<file path="config.mk">
export PLATFORM = sky130hd
export DESIGN_NAME = wb_dsize_128to32
export DESIGN_NICKNAME = d
export VERILOG_FILES = /design/src/rtl/wb_bridge_pkg.sv /design/src/rtl/wb_lane_pri_enc.sv /design/src/rtl/wb_dsize_128to32.sv
export SDC_FILE = /design/constraint.sdc
export NUM_CORES = 1
export LEC_CHECK = 0
export BUFFER_PORTS_ARGS = -buffer_cell sky130_fd_sc_hd__buf_2
export CORE_ASPECT_RATIO = 1.4
export CORE_UTILIZATION = 55
export DETAILED_ROUTE_END_ITERATION = 8
export GPL_ROUTABILITY_DRIVEN = 0
export PLACE_DENSITY = 0.76
export SYNTH_ARGS = -nofsm -noshare
export SYNTH_HDL_FRONTEND = slang
export SYNTH_SLANG_ARGS = --single-unit
</file>
<file path="constraint.sdc">
create_clock -name i_clk -period 3.3 [get_ports i_clk]
set_clock_uncertainty 0.1 [all_clocks]
set_input_delay 0.495 -clock i_clk [delete_from_list [all_inputs] [get_ports i_clk]]
set_output_delay 0.495 -clock i_clk [all_outputs]
set_load 0.01 [all_outputs]
</file>
<file path="src/rtl/wb_bridge_pkg.sv">
// Shared definitions for the 128-to-32 Wishbone data-size bridge.
// Holds the bridge FSM encoding, lane geometry and the lane-mask helper.
package wb_bridge_pkg;

  localparam int unsigned NumLanes   = 4;
  localparam int unsigned LaneWidth  = 32;
  localparam int unsigned SelPerLane = LaneWidth / 8;
  localparam int unsigned LaneIdxW   = $clog2(NumLanes);

  typedef enum logic [1:0] {
    StIdle   = 2'd0,
    StAccess = 2'd1,
    StResp   = 2'd2
  } bridge_state_e;

  // One bit per 32-bit lane: set when any byte select of that lane is active.
  function automatic logic [NumLanes-1:0] lane_mask(input logic [NumLanes*SelPerLane-1:0] sel);
    logic [NumLanes-1:0] m;
    m = '0;
    for (int unsigned n = 0; n < NumLanes; n++) begin
      m[n] = |sel[n*SelPerLane +: SelPerLane];
    end
    return m;
  endfunction

endpackage

</file>
<file path="src/rtl/wb_lane_pri_enc.sv">
// Lowest-pending-lane priority encoder.
// Ports:
//   mask_i  - pending lane mask, bit n set when lane n still needs an access
//   idx_o   - index of the lowest set bit (0 when mask is empty)
//   valid_o - high when any bit of mask_i is set
module wb_lane_pri_enc
  import wb_bridge_pkg::*;
(
  input  logic [NumLanes-1:0] mask_i,
  output logic [LaneIdxW-1:0] idx_o,
  output logic                valid_o
);

  // Scan from the top down so the lowest set bit is the last one written.
  always_comb begin
    idx_o   = '0;
    valid_o = 1'b0;
    for (int i = int'(NumLanes) - 1; i >= 0; i--) begin
      if (mask_i[i]) begin
        idx_o   = LaneIdxW'(i);
        valid_o = 1'b1;
      end
    end
  end

endmodule

</file>
<file path="src/rtl/wb_dsize_128to32.sv">
// 128-bit Wishbone slave to 32-bit Wishbone master data-size bridge.
// One upstream access is split into one downstream access per active 32-bit lane,
// lowest lane first, with no endian conversion. All outputs are registered.
// Ports:
//   i_clk, i_rst_n      - clock, asynchronous active-low reset
//   i_s_wb_*            - 128-bit upstream request (adr, sel, we, wdat, cyc, stb)
//   o_s_wb_*            - upstream response (rdat, ack, err)
//   o_m_wb_*            - 32-bit downstream request (adr, sel, we, wdat, cyc, stb)
//   i_m_wb_*            - downstream response (rdat, ack, err)
// TIMEOUT_CYCLES: downstream cycles without ack/err before the access errors out.
module wb_dsize_128to32
  import wb_bridge_pkg::*;
#(
  parameter int unsigned TIMEOUT_CYCLES = 255
) (
  input  logic         i_clk,
  input  logic         i_rst_n,
  input  logic [31:0]  i_s_wb_adr,
  input  logic [15:0]  i_s_wb_sel,
  input  logic         i_s_wb_we,
  input  logic [127:0] i_s_wb_wdat,
  input  logic         i_s_wb_cyc,
  input  logic         i_s_wb_stb,
  output logic [127:0] o_s_wb_rdat,
  output logic         o_s_wb_ack,
  output logic         o_s_wb_err,
  output logic [31:0]  o_m_wb_adr,
  output logic [3:0]   o_m_wb_sel,
  output logic         o_m_wb_we,
  output logic [31:0]  o_m_wb_wdat,
  output logic         o_m_wb_cyc,
  output logic         o_m_wb_stb,
  input  logic [31:0]  i_m_wb_rdat,
  input  logic         i_m_wb_ack,
  input  logic         i_m_wb_err
);

  localparam logic [15:0] TimeoutVal = 16'(TIMEOUT_CYCLES);

  bridge_state_e state_q, state_d;
  logic [27:0]   adr_q, adr_d;  // 16-byte aligned upper address
  logic [15:0]   sel_q, sel_d;
  logic          we_q, we_d;
  logic [127:0]  wdat_q, wdat_d;
  logic [3:0]    mask_q, mask_d, mask_nxt;
  logic [1:0]    lane_q, lane_d;
  logic [15:0]   cnt_q, cnt_d;
  logic          err_q, err_d;
  logic [127:0]  rbuf_q, rbuf_d;

  logic [127:0]  s_rdat_q, s_rdat_d;
  logic          s_ack_q, s_ack_d, s_err_q, s_err_d;
  logic [31:0]   m_adr_q, m_adr_d, m_wdat_q, m_wdat_d;
  logic [3:0]    m_sel_q, m_sel_d;
  logic          m_we_q, m_we_d, m_cyc_q, m_cyc_d, m_stb_q, m_stb_d;

  logic [27:0]   cur_adr;
  logic [15:0]   cur_sel;
  logic          cur_we;
  logic [127:0]  cur_wdat;
  logic [1:0]    enc_idx;
  logic          enc_valid;
  logic          drive, to_resp;
  logic          unused_adr;

  // Byte offset within the 128-bit word is implied by sel.
  assign unused_adr = ^i_s_wb_adr[3:0];

  // Pending mask as it will be after this cycle; the encoder picks the next lane from it.
  always_comb begin
    mask_nxt = mask_q;
    if (state_q == StIdle) begin
      mask_nxt = lane_mask(i_s_wb_sel);
    end else if (state_q == StAccess && i_m_wb_ack && !i_m_wb_err) begin
      mask_nxt[lane_q] = 1'b0;
    end
  end

  wb_lane_pri_enc u_pri_enc (
    .mask_i  (mask_nxt),
    .idx_o   (enc_idx),
    .valid_o (enc_valid)
  );

  always_comb begin
    state_d  = state_q;
    adr_d    = adr_q;
    sel_d    = sel_q;
    we_d     = we_q;
    wdat_d   = wdat_q;
    mask_d   = mask_q;
    lane_d   = lane_q;
    cnt_d    = cnt_q;
    err_d    = err_q;
    rbuf_d   = rbuf_q;
    s_rdat_d = s_rdat_q;
    s_ack_d  = 1'b0;
    s_err_d  = 1'b0;
    m_adr_d  = m_adr_q;
    m_sel_d  = m_sel_q;
    m_we_d   = m_we_q;
    m_wdat_d = m_wdat_q;
    m_cyc_d  = m_cyc_q;
    m_stb_d  = m_stb_q;
    drive    = 1'b0;
    to_resp  = 1'b0;
    cur_adr  = adr_q;
    cur_sel  = sel_q;
    cur_we   = we_q;
    cur_wdat = wdat_q;

    case (state_q)
      StIdle: begin
        if (i_s_wb_cyc && i_s_wb_stb) begin
          adr_d    = i_s_wb_adr[31:4];
          sel_d    = i_s_wb_sel;
          we_d     = i_s_wb_we;
          wdat_d   = i_s_wb_wdat;
          cur_adr  = i_s_wb_adr[31:4];
          cur_sel  = i_s_wb_sel;
          cur_we   = i_s_wb_we;
          cur_wdat = i_s_wb_wdat;
          mask_d   = mask_nxt;
          rbuf_d   = '0;
          err_d    = 1'b0;
          cnt_d    = '0;
          if (enc_valid) drive = 1'b1;
          else           to_resp = 1'b1;
        end
      end
      StAccess: begin
        if (i_m_wb_err) begin
          // Error takes priority over a simultaneous ack; remaining lanes are dropped.
          err_d   = 1'b1;
          mask_d  = '0;
          to_resp = 1'b1;
        end else if (i_m_wb_ack) begin
          if (!we_q) rbuf_d[{lane_q, 5'd0} +: 32] = i_m_wb_rdat;
          mask_d = mask_nxt;
          cnt_d  = '0;
          if (enc_valid) drive = 1'b1;
          else           to_resp = 1'b1;
        end else if (cnt_q + 16'd1 == TimeoutVal) begin
          err_d   = 1'b1;
          mask_d  = '0;
          to_resp = 1'b1;
        end else begin
          cnt_d = cnt_q + 16'd1;
        end
      end
      StResp:  state_d = StIdle;
      default: state_d = StIdle;
    endcase

    if (drive) begin
      state_d  = StAccess;
      lane_d   = enc_idx;
      m_adr_d  = {cur_adr, enc_idx, 2'b00};
      m_sel_d  = cur_sel[{enc_idx, 2'b00} +: 4];
      m_we_d   = cur_we;
      m_wdat_d = cur_wdat[{enc_idx, 5'd0} +: 32];
      m_cyc_d  = 1'b1;
      m_stb_d  = 1'b1;
    end

    // Response is suppressed if the upstream master has already abandoned the cycle.
    if (to_resp) begin
      state_d  = StResp;
      m_cyc_d  = 1'b0;
      m_stb_d  = 1'b0;
      s_rdat_d = rbuf_d;
      s_ack_d  = ~err_d & i_s_wb_cyc;
      s_err_d  = err_d & i_s_wb_cyc;
    end
  end

  always_ff @(posedge i_clk or negedge i_rst_n) begin
    if (!i_rst_n) begin
      state_q  <= StIdle;
      adr_q    <= '0;
      sel_q    <= '0;
      we_q     <= 1'b0;
      wdat_q   <= '0;
      mask_q   <= '0;
      lane_q   <= '0;
      cnt_q    <= '0;
      err_q    <= 1'b0;
      rbuf_q   <= '0;
      s_rdat_q <= '0;
      s_ack_q  <= 1'b0;
      s_err_q  <= 1'b0;
      m_adr_q  <= '0;
      m_sel_q  <= '0;
      m_we_q   <= 1'b0;
      m_wdat_q <= '0;
      m_cyc_q  <= 1'b0;
      m_stb_q  <= 1'b0;
    end else begin
      state_q  <= state_d;
      adr_q    <= adr_d;
      sel_q    <= sel_d;
      we_q     <= we_d;
      wdat_q   <= wdat_d;
      mask_q   <= mask_d;
      lane_q   <= lane_d;
      cnt_q    <= cnt_d;
      err_q    <= err_d;
      rbuf_q   <= rbuf_d;
      s_rdat_q <= s_rdat_d;
      s_ack_q  <= s_ack_d;
      s_err_q  <= s_err_d;
      m_adr_q  <= m_adr_d;
      m_sel_q  <= m_sel_d;
      m_we_q   <= m_we_d;
      m_wdat_q <= m_wdat_d;
      m_cyc_q  <= m_cyc_d;
      m_stb_q  <= m_stb_d;
    end
  end

  assign o_s_wb_rdat = s_rdat_q;
  assign o_s_wb_ack  = s_ack_q;
  assign o_s_wb_err  = s_err_q;
  assign o_m_wb_adr  = m_adr_q;
  assign o_m_wb_sel  = m_sel_q;
  assign o_m_wb_we   = m_we_q;
  assign o_m_wb_wdat = m_wdat_q;
  assign o_m_wb_cyc  = m_cyc_q;
  assign o_m_wb_stb  = m_stb_q;

endmodule

</file>
Yosys cells after proc, flatten, opt, wreduce, memory -nomap -nowiden

Cells that the tools add are included.
W data, S select, Z words.

Register bits: 524
Latch bits: 0
Input bits: 215
Output and inout port bits: 201
Word-level logic and storage cells: 112
Memories kept: 0
Bits in writable memories: 0
Memory bits (read-only): 0

Div/mod/pow operators: 0
$lt $le $gt $ge: 2
Mux-type cells: 59
Bitwise operators: 5
Reductions and logical operators: 15
Equal/unequal tests: 7
Shift-type cells: 4
Add/sub/neg operators: 2
Multipliers: 0

Operators with widths:

| cell                       | count |
|---|---|
| $mux W128                  | 6 |
| $pmux W128 S2              | 1 |
| $bwmux W128                | 1 |
| $shift A32 B9 Y128 const A | 1 |
| $shiftx A128 B8 Y32        | 1 |
| $shiftx A32 B9 Y128        | 1 |
| $mux W16                   | 6 |
| $mux W28                   | 2 |
| $pmux W16 S2               | 1 |
| $mux W1                    | 24 |
| $mux W4                    | 6 |
| $add A16 B1 Y16 const B    | 1 |
| $eq A16 B8 Y1 const B      | 1 |
| $reduce_or A4 Y1           | 4 |
| $shiftx A16 B5 Y4          | 1 |
| $mux W2                    | 7 |
| $neg A7 Y9                 | 1 |
| $pmux W4 S2                | 1 |
| $pmux W1 S2                | 3 |
| $and A4 B4 Y4              | 1 |
| $logic_and A1 B1 Y1        | 4 |
| $ne A4 B3 Y1 const B       | 1 |
| $not A4 Y4                 | 1 |
| $reduce_and A4 Y1          | 1 |
| 15 further kinds           | 17 |

Longest topological paths before layout

Depth after elaboration: 18
Gate-level depth with buffers: 10
Depth with buffers taken out: 8

By module

Synthesis repeated with hierarchy kept, for this count alone.

Cell total of the unflattened synthesis: 1779
Area total of the unflattened synthesis: 21669.5 µm²

By module, submodules not included:

| module           | instances | area an instance (µm²) | sequential area each (µm²) | cells each |
|---|---|---|---|---|
| wb_dsize_128to32 | 1         | 21634.5                | 13062.5                    | 1772 |
| wb_lane_pri_enc  | 1         | 35.0                   | 0.0                        | 7 |

Worst setup path before layout

Ideal clock, no wire load.

Path type: register to register
Start point: reg lane_q[0]
End point: reg m_wdat_q[10], in the netlist o_m_wb_wdat[10]
Period minus slack after synthesis: 3.141 ns
Slack: 0.159 ns
Arrival time: 2.915 ns
Data required time: 3.074 ns
Cell stages (with the launch flop): 9
Library setup time: 0.126 ns
Cell sequence: dfrtp_1 inv_1 ha_1 nor4bb_1 o22ai_1 nor2_1 buf_2 mux2_2 a221o_1

Longest elaborated chain between the ends: 16

Ends and longest elaborated chain:

| element                                                                     | RTL line                | text |
|---|---|---|
| from (decl)                                                                 | wb_dsize_128to32.sv:46  | `logic [1:0] lane_q, lane_d;` |
| from (signal assigned)                                                      | wb_dsize_128to32.sv:205 | `lane_q <= lane_d;` |
| $lt A2 B3 Y1 (implied by the code) / $ge A2 B1 Y1 (equally long branches)   | wb_dsize_128to32.sv:75  | `mask_nxt[lane_q] = 1'b0;` |
| $logic_and A1 B1 Y1 (implied by the code)                                   | wb_dsize_128to32.sv:75  |  |
| $mux W1 (implied by the code)                                               | wb_dsize_128to32.sv:75  |  |
| $demux W1 S2 (*)                                                            | wb_dsize_128to32.sv:75  |  |
| $not A4 Y4 (no source line) (*)                                             | n/a                     |  |
| $and A4 B4 Y4 (no source line) (*)                                          | n/a                     |  |
| $mux W4 (*)                                                                 | wb_dsize_128to32.sv:74  | `end else if (state_q == StAccess && i_m_wb_ack && !i_m_wb_err) begin` |
| $mux W4 (*)                                                                 | wb_dsize_128to32.sv:72  | `if (state_q == StIdle) begin` |
| parallel branches: the longest is 8 deep, another holds $shiftx A128 B8 Y32 | n/a                     |  |
| to (signal assigned)                                                        | wb_dsize_128to32.sv:215 | `m_wdat_q <= m_wdat_d;` |
| to (decl)                                                                   | wb_dsize_128to32.sv:53  | `logic [31:0] m_adr_q, m_adr_d, m_wdat_q, m_wdat_d;` |

Mark *: on every way between the ends.
A chain may end at the register's enable or synchronous reset.

Worst setup path after layout

Start point: reg cnt_q[5]
End point: reg s_rdat_q[17], in the netlist o_s_wb_rdat[17]

Longest elaborated chain between the ends: 6

Ends and longest elaborated chain:

| element                | RTL line                | text |
|---|---|---|
| from (decl)            | wb_dsize_128to32.sv:47  | `logic [15:0] cnt_q, cnt_d;` |
| from (signal assigned) | wb_dsize_128to32.sv:206 | `cnt_q <= cnt_d;` |
| $add A16 B1 Y16        | wb_dsize_128to32.sv:143 | `end else if (cnt_q + 16'd1 == TimeoutVal) begin` |
| $eq A16 B8 Y1          | wb_dsize_128to32.sv:143 |  |
| $mux W1                | wb_dsize_128to32.sv:143 |  |
| $mux W1                | wb_dsize_128to32.sv:137 | `end else if (i_m_wb_ack) begin` |
| $mux W1                | wb_dsize_128to32.sv:132 | `if (i_m_wb_err) begin` |
| $pmux W1 S2            | wb_dsize_128to32.sv:112 | `case (state_q)` |
| to (signal assigned)   | wb_dsize_128to32.sv:209 | `s_rdat_q <= s_rdat_d;` |
| to (decl)              | wb_dsize_128to32.sv:51  | `logic [127:0] s_rdat_q, s_rdat_d;` |

No other way between the ends.

==> run metrics <==
Synth top area share 61.8%; cells after synthesis 1685; Worst-Margin Slew about 1200 ps; switch share between 30% and 40%; Post-synth EDFFs 0; mux share of post-synthesis cell area 14.5%; CP Max Fanout 22; unrepaired setup endpoints after global routing no; sequential share of the synthesized area 61.8%; DRT Wirelength 56.5 mm; combinational fraction of design power 34.5%; Placed Area 24200 sq um; Crit. End Element flip-flop; Placeable Area roughly 38000 sq um; Initial Util 56.0%; design area 25900 sq um; total vias in the final route 15.4k; vias per std cell between 5 and 6; clock transition at the registers of the reported paths 70 ps; final hold violation count 0; Die Area 39200 sq um; Die W between 150 and 200 um; CP top delay family simple AND/OR/NAND/NOR gates; initial antenna violation count 12; DRC viols 0; status complete, no violations; cell taking the most area after synthesis dfrtp_1; final setup violation count 0; Post-synth top cells dfrtp_1, nand2_1, mux2_2; later-pin clock latency in the skew report 560 ps; NetSw 0.00753 W; Pre-antenna DRT Iters 5; post-synthesis simple-gate area fraction 10.1%; pin count of the biggest net entering global routing 83; Post-Syn Area about 21000 sq um; cts bufs inserted 47; Max clock buf depth 3; XOR/XNOR share of the synthesized area 0%; CP Buf/Inv Count 2; R2R setup slack around 120 ps; H-tree Lvls 2; Setup CP Type reg -> reg; clock tree sinks approximately 520; # IOs approximately 420; hold_ws 40.8 ps; met1 WL 22.2 mm; Clk pwr share 25.8%; site row count between 80 and 90; layout cells sized above 1 35.9%; top sig layer met5; met3 wire length about 3.8 mm; largest family of logic cells by synthesized area multiplexers; Antenna Nets Post-Route 0; Sum Neg Setup Slack 0 ps; Synth cell types 58; Synth Register Bits 522; Top FF cell, synth dfrtp_1; max incr delay on CP 610 ps; asr flop ratio synth 100%; CP startpoint kind flip-flop; top-count cell post-synth dfrtp_1; fin crit period between 3000 and 4000 ps; Pint 0.0149 W; Arr. time, crit path around 3500 ps; f_max 315 MHz; Setup Slack @ Placement -146 ps; fin nets 2338; worst vdd ir 0.664 mV; port buffer count 409; CP cell instances nand4_2 -> o31ai_2 -> nand4_1 -> or4_1 -> o31ai_4 -> buf_12 -> buf_12 -> mux2_2; number of global-route vias before repair roughly 16k; Clock Tree Root clkbuf_16; DR WL met2 28.3 mm; Hold WC Path Type in -> reg; chip height roughly 230 um; power density cells 868 nW/um^2; DR WL/cell 21.5 um; GRT Overall Usage 29.0%; max_slew headroom 19.3%; first-pass GRT wire length roughly 90 mm; period utilisation layout 96.2%; Max Cap Viol 0; Sequential Power Share 39.7%; fraction of the mapped netlist area in adder cells less than 1%; Crit path required time 3640 ps; Mapped Avg Cell Area 12.5 sq um; Crit path top cell by count buf_12; area added between synthesis and finish 22.5%; post-route setup slack around 120 ps; Starting DRT DRC Count 1349; synth top area cells dfrtp_1, mux2_2, nand2_1; GRT overflow 0; Pins Over Slew Limit 0; Post-DP HPWL 37.8 mm; P_leak approximately 13 nW; CTS tree built; Slowest-stage cell, CP or4_1; Syn. warnings 0; post-synthesis compound-gate area fraction 9.96%
==> power by group through the flow <==
stage               Clock, W  Sequential (W)  Combinational, W
floorplan                  0         0.00907           0.00469
global placement           0         0.00889           0.00732
detailed placement         0         0.00900           0.00758
CTS                  0.00588         0.00890           0.00768
global route         0.00611         0.00908           0.00839
finish               0.00580         0.00892           0.00776
==> what timing repair did <==
action	CTS	global route
pin swaps	1	2
setup buffers	1	0
hold buffers	1	0
hold endpoints to repair	59	0
resized for setup	2	2
endpoints found under the setup margin	2	148
cloned	1	1
==> logic make-up after synthesis <==
logic type | after synthesis
other | 1
flip-flops | 522
adder cells (fa/ha/maj) | 10
AO/OA/AOI/OAI | 264
AND/OR/NAND/NOR | 483
multiplexers | 272
buffers and inverters | 133
==> area by class of cell <==
type                       instances  area, sq um
sequential                       522        13100
fill                            2720        11800
multi-input combinational       1032         7570
timing repair buffer             494         2950
clock buffer                      66         1350
tap                              473          592
clock inverter                    18          283
inverter                          16         60.1
antenna                           10         25.0
==> metal layers <==
layer	vias to the layer above	global-route usage [%]
met5	-	0
met4	4	12.9
met3	135	5.81
met2	582	48.9
met1	7804	36.3
li1	6849	-
==> state kept, by name (all words and copies together) (netlist names), 16 cells and up <==
signal and count:
sel_q 16, wdat_q 128, adr_q 28, o_s_wb_rdat 128, rbuf_q 128, o_m_wb_adr 29
o_m_wb_wdat 32, cnt_q 16
==> stage by stage <==
step	std cells	utilization [%]	power, W
6_report	2631	68.6	0.0225
3_5_place_dp	2533	64.0	0.0166
3_3_place_gp	2533	64.0	0.0162
4_1_cts	2620	68.5	0.0225
2_1_floorplan	1686	-	0.0138
5_1_grt	2631	68.6	0.0236
==> worst register-to-register path: stages, from the launching register on <==
cell and delay, ps:
dfrtp_1 460, nand4_2 250, o31ai_2 360, nand4_1 190, or4_1 610, o31ai_4 300
buf_12 220, buf_12 210, mux2_2 370
==> cell usage in the layout, fill, tap and decap left out, types with 4 or more instances in the layout <==
cell type	count
buf_4	65
nand2_1	314
clkbuf_16	47
ha_1	9
nor4_1	7
nor4bb_1	4
a22o_1	129
diode_2	10
nand3_1	23
inv_1	16
o211ai_1	11
nor2_1	19
clkbuf_1	9
buf_12	18
mux2_1	90
clkinvlp_4	4
o22ai_1	5
mux2_2	180
o21ai_0	8
a21oi_4	4
clkbuf_8	10
nor3_1	77
a221o_1	36
nand2b_1	4
a21oi_1	45
buf_2	408
and4_1	4
clkinv_2	5
bufinv_16	7
dfrtp_1	521
a31oi_1	4
==> worst paths after layout <==
path,endpoint,startpoint,depth (start not counted)
worst max-delay path,o_s_wb_rdat[17],cnt_q[5],8
worst min-delay path,wdat_q[40],i_s_wb_wdat[40],3
worst max register to register,o_s_wb_rdat[17],cnt_q[5],8
worst min register to register,sel_q[7],sel_q[7],2
max in group asynchronous,o_s_wb_rdat[50],i_rst_n,4
min in group asynchronous,wdat_q[8],i_rst_n,2
(Power assumes the default switching activity.)
